`config.mk`:
```
export PLATFORM = sky130hd
export DESIGN_NAME = beeper
export DESIGN_NICKNAME = d
export VERILOG_FILES = /design/src/rtl/beeper_pkg.sv /design/src/rtl/beeper_prescaler.sv /design/src/rtl/beeper.sv
export SDC_FILE = /design/constraint.sdc
export NUM_CORES = 1
export LEC_CHECK = 0
export BUFFER_PORTS_ARGS = -buffer_cell sky130_fd_sc_hd__buf_2
export CAP_MARGIN = 5
export CORE_MARGIN = 3
export CORE_UTILIZATION = 65
export DETAILED_ROUTE_END_ITERATION = 16
export PLACE_DENSITY = 0.91
export SLEW_MARGIN = 20
export SYNTH_ARGS = -nofsm -noshare
export SYNTH_HDL_FRONTEND = slang
export SYNTH_SLANG_ARGS = --single-unit
```
`constraint.sdc`:
```
create_clock -name clk -period 6 [get_ports clk]
set_input_delay 0.3 -clock clk [delete_from_list [all_inputs] [get_ports clk]]
set_output_delay 0.3 -clock clk [all_outputs]
set_load 0.05 [all_outputs]
```
`src/rtl/beeper_pkg.sv`:
```
// beeper_pkg: shared definitions for the beeper tone generator.
//   state_e            FSM state encoding (IDLE/PLAY/GAP)
//   DEF_*              default timing parameters for a production build
//   CTL_*              bit positions inside the ctl control byte
package beeper_pkg;

  typedef enum logic [1:0] {
    ST_IDLE = 2'd0,
    ST_PLAY = 2'd1,
    ST_GAP  = 2'd2
  } state_e;

  localparam int unsigned DEF_TICK_DIV  = 1000;
  localparam int unsigned DEF_DUR_DIV   = 500000;
  localparam int unsigned DEF_GAP_UNITS = 5;

  localparam int unsigned CTL_TOG_BIT = 0;
  localparam int unsigned CTL_REP_LSB = 1;
  localparam int unsigned CTL_REP_MSB = 3;

endpackage

```
`src/rtl/beeper_prescaler.sv`:
```
// prescaler: divide-by-DIV counter with synchronous clear and enable.
//   clk_i    system clock
//   rst_ni   asynchronous active-low reset
//   clr_i    synchronous clear of the count (wins over enable)
//   en_i     count enable
//   tick_o   high for the one enabled cycle that completes each DIV-cycle period
module prescaler #(
  parameter int unsigned DIV = 2
) (
  input  logic clk_i,
  input  logic rst_ni,
  input  logic clr_i,
  input  logic en_i,
  output logic tick_o
);

  localparam int unsigned W = (DIV > 1) ? $clog2(DIV) : 1;
  localparam logic [W-1:0] LAST = W'(DIV - 1);

  logic [W-1:0] cnt_q;
  logic [W-1:0] cnt_d;

  // Tick deliberately ignores clr_i so the FSM can derive its clear from the
  // tick without forming a combinational loop.
  assign tick_o = en_i && (cnt_q == LAST);

  always_comb begin
    cnt_d = cnt_q;
    if (clr_i) begin
      cnt_d = '0;
    end else if (en_i) begin
      cnt_d = tick_o ? '0 : cnt_q + 1'b1;
    end
  end

  always_ff @(posedge clk_i or negedge rst_ni) begin
    if (!rst_ni) begin
      cnt_q <= '0;
    end else begin
      cnt_q <= cnt_d;
    end
  end

endmodule

```
`src/rtl/beeper.sv`:
```
// beeper: square-wave buzzer driver with repeat and silent gap.
//   clk    system clock
//   reset  asynchronous active-low reset
//   note   tone half-period in note ticks (0 = silent tone)
//   dur    beep length in duration units (0 = finish immediately)
//   ctl    bit0 trigger toggle, bits[3:1] extra repeats, bits[7:4] unused
//   audio  square-wave output (registered)
//   busy   high while a sequence runs (registered)
//   done   one-cycle pulse when a sequence completes (registered)
//
// state | meaning
// IDLE  | no sequence; audio low, waiting for a toggle on ctl[0]
// PLAY  | tone running for dur duration units
// GAP   | silent gap of GAP_UNITS duration units, then repeat or finish
module beeper
  import beeper_pkg::*;
#(
  parameter int unsigned TICK_DIV  = DEF_TICK_DIV,
  parameter int unsigned DUR_DIV   = DEF_DUR_DIV,
  parameter int unsigned GAP_UNITS = DEF_GAP_UNITS
) (
  input  logic       clk,
  input  logic       reset,
  input  logic [7:0] note,
  input  logic [7:0] dur,
  input  logic [7:0] ctl,
  output logic       audio,
  output logic       busy,
  output logic       done
);

  localparam int unsigned GW = $clog2(GAP_UNITS + 1);
  localparam logic [GW-1:0] GAP_LAST = GW'(GAP_UNITS - 1);

  state_e     state_q, state_d;
  logic       tog_q, tog_d;
  logic [7:0] note_q, note_d;
  logic [7:0] dur_q, dur_d;
  logic [2:0] rep_q, rep_d;
  logic [7:0] note_cnt_q, note_cnt_d;
  logic [7:0] dur_cnt_q, dur_cnt_d;
  logic [GW-1:0] gap_cnt_q, gap_cnt_d;
  logic       audio_q, audio_d;
  logic       busy_q, busy_d;
  logic       done_q, done_d;

  logic trig;
  logic restart;
  logic note_tick;
  logic dur_tick;
  logic note_clr;
  logic dur_clr;
  logic unused_ctl;

  assign unused_ctl = ^ctl[7:4];

  assign trig = ctl[CTL_TOG_BIT] ^ tog_q;

  // Prescalers restart on every trigger and state change so each phase
  // begins with a full tick period.
  assign note_clr = restart || (state_q != ST_PLAY);
  assign dur_clr  = restart || (state_q == ST_IDLE);

  prescaler #(.DIV(TICK_DIV)) u_note_pre (
    .clk_i  (clk),
    .rst_ni (reset),
    .clr_i  (note_clr),
    .en_i   (state_q == ST_PLAY),
    .tick_o (note_tick)
  );

  prescaler #(.DIV(DUR_DIV)) u_dur_pre (
    .clk_i  (clk),
    .rst_ni (reset),
    .clr_i  (dur_clr),
    .en_i   (state_q != ST_IDLE),
    .tick_o (dur_tick)
  );

  always_comb begin
    state_d    = state_q;
    tog_d      = ctl[CTL_TOG_BIT];
    note_d     = note_q;
    dur_d      = dur_q;
    rep_d      = rep_q;
    note_cnt_d = note_cnt_q;
    dur_cnt_d  = dur_cnt_q;
    gap_cnt_d  = gap_cnt_q;
    audio_d    = audio_q;
    busy_d     = busy_q;
    done_d     = 1'b0;
    restart    = 1'b0;

    if (trig) begin
      // A trigger wins in every state, including the final GAP cycle.
      restart    = 1'b1;
      note_d     = note;
      dur_d      = dur;
      rep_d      = ctl[CTL_REP_MSB:CTL_REP_LSB];
      note_cnt_d = '0;
      dur_cnt_d  = '0;
      gap_cnt_d  = '0;
      audio_d    = 1'b0;
      if (dur == 8'd0) begin
        state_d = ST_IDLE;
        busy_d  = 1'b0;
        done_d  = 1'b1;
      end else begin
        state_d = ST_PLAY;
        busy_d  = 1'b1;
      end
    end else begin
      unique case (state_q)
        ST_PLAY: begin
          if (note_tick && (note_q != 8'd0)) begin
            if (note_cnt_q == note_q - 8'd1) begin
              note_cnt_d = '0;
              audio_d    = ~audio_q;
            end else begin
              note_cnt_d = note_cnt_q + 8'd1;
            end
          end
          // Placed after the tone logic so end-of-beep forces audio low.
          if (dur_tick) begin
            if (dur_cnt_q == dur_q - 8'd1) begin
              restart    = 1'b1;
              state_d    = ST_GAP;
              audio_d    = 1'b0;
              note_cnt_d = '0;
              dur_cnt_d  = '0;
              gap_cnt_d  = '0;
            end else begin
              dur_cnt_d = dur_cnt_q + 8'd1;
            end
          end
        end
        ST_GAP: begin
          audio_d = 1'b0;
          if (dur_tick) begin
            if (gap_cnt_q == GAP_LAST) begin
              restart    = 1'b1;
              gap_cnt_d  = '0;
              dur_cnt_d  = '0;
              note_cnt_d = '0;
              if (rep_q != 3'd0) begin
                rep_d   = rep_q - 3'd1;
                state_d = ST_PLAY;
              end else begin
                state_d = ST_IDLE;
                busy_d  = 1'b0;
                done_d  = 1'b1;
              end
            end else begin
              gap_cnt_d = gap_cnt_q + 1'b1;
            end
          end
        end
        default: begin
          state_d = ST_IDLE;
          audio_d = 1'b0;
          busy_d  = 1'b0;
        end
      endcase
    end
  end

  always_ff @(posedge clk or negedge reset) begin
    if (!reset) begin
      state_q    <= ST_IDLE;
      tog_q      <= 1'b0;
      note_q     <= '0;
      dur_q      <= '0;
      rep_q      <= '0;
      note_cnt_q <= '0;
      dur_cnt_q  <= '0;
      gap_cnt_q  <= '0;
      audio_q    <= 1'b0;
      busy_q     <= 1'b0;
      done_q     <= 1'b0;
    end else begin
      state_q    <= state_d;
      tog_q      <= tog_d;
      note_q     <= note_d;
      dur_q      <= dur_d;
      rep_q      <= rep_d;
      note_cnt_q <= note_cnt_d;
      dur_cnt_q  <= dur_cnt_d;
      gap_cnt_q  <= gap_cnt_d;
      audio_q    <= audio_d;
      busy_q     <= busy_d;
      done_q     <= done_d;
    end
  end

  assign audio = audio_q;
  assign busy  = busy_q;
  assign done  = done_q;

endmodule

```
-- Word-level counts from Yosys, hierarchy flattened
Index checks and enable logic that the tools add are counted.
- flip-flop bits (word level): 73
- input bits: 26
- output and inout port bits: 3
- word-level logic and storage cells: 121
- add/sub/neg operators: 8
- equal/unequal tests: 14
- multiplexer cells: 61
- bitwise operators: 2
- reduce and logical (&&, ||, !) cells: 23
- operators with widths (kind ; number):
    two-way mux 8 bit ; 10
    two-way mux 19 bit ; 3
    case mux 8 bit (2 select lines) ; 2
    two-way mux 10 bit ; 3
    two-way mux 3 bit ; 10
    two-way mux 1 bit ; 24
    AND reduction 4 bit ; 5
    adder 19 x 1 -> 19 bit (second input constant) ; 1
    == test 19 bit (second input constant) ; 1
    adder 8 x 1 -> 8 bit (second input constant) ; 2
    == test 8 bit ; 2
    subtractor 8 x 1 -> 8 bit (second input constant) ; 2
    nonzero test 2 bit ; 7
    adder 10 x 1 -> 10 bit (second input constant) ; 1
    == test 10 bit (second input constant) ; 1
    two-way mux 2 bit ; 5
    inequality test 3 bit (second input constant) ; 3
    logical NOT 8 bit ; 1
    nonzero test 8 bit ; 1
    inequality test 3 x 2 -> 1 bit (second input constant) ; 2
    case mux 3 bit (2 select lines) ; 1
    nonzero test 3 bit ; 2
    case mux 1 bit (2 select lines) ; 2
    case mux 2 bit (2 select lines) ; 1
    other kinds (13) ; 16

-- Longest topological paths before layout
- depth in word-level cells: 8
- depth in mapped cells: 10
- depth with buffers taken out: 9

-- By module
From an unflattened synthesis, not the netlist that was laid out.
- cell total of the unflattened synthesis: 499
- area total of the unflattened synthesis: 4501.8 um^2
- by module, submodules not included (module ; instances ; cells an instance ; area an instance (um^2) ; seq. area each (um^2)):
    beeper ; 1 ; 330 ; 2849.0 ; 1101.1
    prescaler at u_dur_pre ; 1 ; 114 ; 1117.3 ; 475.5
    prescaler at u_note_pre ; 1 ; 55 ; 535.5 ; 250.2

-- Worst setup path before layout
No wires, ideal clock.
- kind: register to register
- from: register state_q[1]
- to: register note_cnt_q[7]
- setup time: 0.064 ns
- arrival time: 2.404 ns
- required time: 5.936 ns
- setup slack: 3.532 ns
- cell stages (with the launch flop): 11
- buffers on the path: 1
- period minus slack after synthesis: 2.468 ns
- cell sequence: dfrtp_1 -> inv_1 -> ha_1 -> buf_2 -> nand4_1 -> or4_4 -> nor3b_2 -> nand4_1 -> or4_1 -> a211oi_1 -> a21o_1
- longest elaborated chain between the ends: 8
- elaborated cells on any way between the ends: 15
- classes of those cells: eq/ne: 4; mux: 5; reduce/logical: 6
- RTL lines (what ; line ; text):
    start: declaration ; beeper.sv:35 ; state_e state_q, state_d;
    start signal: assignment ; beeper.sv:181 ; state_q <= state_d;
    == test 2 x 1 -> 1 bit ; beeper.sv:68, beeper.sv:113 ;
    logical AND 1 bit ; beeper_prescaler.sv:25 ; assign tick_o = en_i && (cnt_q == LAST);
    logical AND 1 bit ; beeper.sv:115 ; if (note_tick && (note_q != 8'd0)) begin
    two-way mux 8 bit ; beeper.sv:115 ;
    two-way mux 8 bit ; beeper.sv:125 ; if (dur_cnt_q == dur_q - 8'd1) begin
    two-way mux 8 bit ; beeper.sv:124 ; if (dur_tick) begin
    case mux 8 bit (2 select lines) ; beeper.sv:113 ; unique case (state_q)
    two-way mux 8 bit ; beeper.sv:94 ; if (trig) begin
    end signal: assignment ; beeper.sv:186 ; note_cnt_q <= note_cnt_d;
    end: declaration ; beeper.sv:40 ; logic [7:0] note_cnt_q, note_cnt_d;
Several ways; a longest one is shown, not always the timed one.
A chain may end at the register's enable or synchronous reset.

-- Final worst setup path
- from: register state_q[0]
- to: register note_cnt_q[7]
Same word-level chain as after synthesis.

==> impl_results.md <==
* Post_cts resized at 0
* Status: complete, no violations
* Syn_area_per_cell at 8.820 um^2
* Reg-to-reg startpoint: state_q[0]
* Fin util at 75.26%
* DRC at 0
* ANT nets after route at 0
* Worst setup margin at 3047 ps
* Max Cap Viol at 0
* Die Wd at 87.21 um
* Gate Count Post-Synth at 486
* CTS sink count at 73
* VDD IR max at 0.2158 mV
* Worst R2R Path Depth at 9
* Number of synthesized flops with an enable pin at 0
* Share of cells above drive strength 1 at 10.68%
* Async SR Flop Fraction at 100.0%
* Setup crit start kind: flip-flop
* RePlAce Congestion at 0.8545
* FF+latch count, synth at 73
* Htree depth at 3
* Post-CTS setup buffers at 0
* Placeable core area at 6166 um^2
* Synth Flop Type: dfrtp_1
* Slew headroom at 40.09%
* Post-Syn Nets at 527
* Worst-path clk slew at 70 ps
* Port bufs at 24
* Setup crit start: state_q[0]
* Setup Viol. Count Final at 0
* Req. time, crit path at 6280 ps
* Reg2reg end: note_cnt_q[7]
* Commonest cells after routing, fill and taps aside: 81 x nand2_1, 73 x dfrtp_1, 43 x nor2_1
* Fmax at 338.6 MHz
* Clk_skew at 6.871 ps
* Static Leak at 0.002082 uW
* Per-cell routed wire length at 15.50 um
* Io pins at 29
* DRT Pass-1 Iters at 5
* TNS Setup at 0 ps
* Fin crit period at 2953 ps
* Crit path max fanout at 9
* DIE AREA at 7606 um^2
* Vias at 3616
* ANT cells at 0
* Commonest non-fill, non-tap cell in the layout: nand2_1
* Die height at 87.21 um
* Deepest clock path buffer count at 2
* Min Hold Slack at 124.7 ps
* Initial antenna violation count at 0
* Worst hold path class: in -> reg
* Synth Cell Area at 4287 um^2
* CTS buffer count at 9
* Rows at 28
* Hold Fails Final Rpt at 0
* Unrepaired setup endpoints after global routing: no
* Yosys warnings at 0
* CP endpoint kind: flip-flop
* Nets@finish at 552
* Worst Setup Path Type: reg -> reg
* Yosys cell types at 55
* First-pass GRT wire length at 15840 um
* Pwr dens at 281.0 nW/um^2
* WP data arrival at 3230 ps
* DRT iter0 DRCs at 216
* Clock root buffer: clkbuf_8
* Vias per inst at 6.129
* Fillcell total at 444
* CTS tree: yes
* Final Routed Wirelength at 9143 um
* P&R area growth vs syn at 8.260%
* Largest net degree at the start of global routing at 74
* Worst setup path endpoint: note_cnt_q[7]
* DPL Wire Length at 6475 um
* Total gr overflow at 0
* Skew-Pair Late Insertion Delay at 340 ps
* R2r setup slk at 3050 ps
* Global-route usage over all layers at 26.30%
* Max-slew violation count at 0
* Hold_buf cts at 0
* Initial Util at 69.52%
* Crit share post-route at 49.22%
* Pre-CTS setup slack at 3082 ps
* Number of global-route vias before repair at 3628
* Tightest Pin Transition at 898.6 ps
* Sequential-to-total area share from yosys stat at 42.62%
cell type report:
class | instances | area [um^2] | area share, %
Multi-Input combinational cell | 383 | 2352 | 50.69
Inverter | 17 | 63.81 | 1.375
Tap cell | 75 | 93.84 | 2.022
Clock inverter | 4 | 20.02 | 0.4314
Sequential cell | 73 | 1827 | 39.36
Clock buffer | 11 | 141.4 | 3.047
Timing Repair Buffer | 27 | 142.6 | 3.074
routing by layer:
metal	part of all wire, %	GRT usage [%]
met5	0	0
met3	5.0	4.541
met4	3.0	13.39
met1	44	32.94
met2	48	43.75
synthesized netlist by cell type (all sizes together), types with 2 or more instances:
cell | instances | share of area (%)
nand2 | 81 | 7.1
nor4bb | 2 | 0.47
o21ai | 34 | 4.0
and3 | 16 | 2.3
nand3 | 18 | 2.1
and4 | 2 | 0.41
nor4b | 3 | 0.61
nand2b | 7 | 1.0
a21oi | 21 | 2.5
mux2 | 2 | 0.53
o31ai | 6 | 1.1
clkbuf | 11 | 0.96
nand3b | 2 | 0.35
a31oi | 2 | 0.29
a22o | 3 | 0.61
nand4 | 9 | 1.3
or3 | 6 | 0.88
o21a | 4 | 0.70
nor2b | 6 | 0.88
nor3 | 14 | 1.9
inv | 17 | 1.5
nor2 | 44 | 3.9
or4 | 6 | 1.3
mux2i | 3 | 0.70
xor2 | 22 | 4.5
nor4 | 6 | 0.88
a21o | 5 | 0.88
ha | 15 | 4.4
and2 | 2 | 0.29
nor3b | 3 | 0.64
a211oi | 5 | 1.3
buf | 2 | 0.23
xnor2 | 21 | 4.3
dfrtp | 73 | 43
where the power goes:
part	internal (uW)	switching, uW	leakage (uW)
Clock	156	174	0.0000887
Sequential	539	56.5	0.000970
Combinational	139	239	0.00102
flip-flops by register name, indices dropped and copies added, names as in the netlist:
register,flops
tog_q,1
done,1
note_cnt_q,8
rep_q,3
state_q,2
note_q,8
u_note_pre.cnt_q,10
dur_cnt_q,8
u_dur_pre.cnt_q,19
busy,1
audio,1
gap_cnt_q,3
dur_q,8
worst min-delay path by stage:
| stage | cells past startpoint | slack, ps | from | to |
|---|---|---|---|---|
| after floorplan | 0 | 4 | reset | audio |
| after global placement | 1 | 470 | ctl[0] | tog_q |
| after detailed placement | 1 | 480 | u_dur_pre.cnt_q[0] | u_dur_pre.cnt_q[0] |
| after CTS | 1 | 120 | ctl[0] | tog_q |
| after global routing | 1 | 130 | ctl[0] | tog_q |
| final | 1 | 120 | ctl[0] | tog_q |
per-stage QoR:
step / instances / area, um^2 / total power, uW
6_report: 590 / 4641 / 1304
5_1_grt: 590 / 4641 / 1388
4_1_cts: 590 / 4641 / 1305
3_5_place_dp: 575 / 4479 / 977.2
3_3_place_gp: 575 / 4479 / 952.6
2_1_floorplan: 486 / 4287 / 876.9
worst max-delay path, cell delays in order, from the launching register on:
cell and delay, ps:
dfrtp_1 380, inv_1 90, ha_1 280, nor4b_1 300, and3_1 210, nand3_1 260
o21a_1 390, or4_1 550, a211oi_1 320, a21o_1 130
cells by family (layout without fill, tap and decap cells):
logic type      Yosys count  in the layout  synth area share [%]
xor+xnor                 43             43                 8.786
simple gates            228            228                 26.59
flops                    73             73                 42.62
fa+ha+maj                15             15                 4.378
mux                       5              5                 1.226
buf+inv                  30             59                 2.685
compound gates           92             92                 13.72
Power figures use the tool's default switching activity.
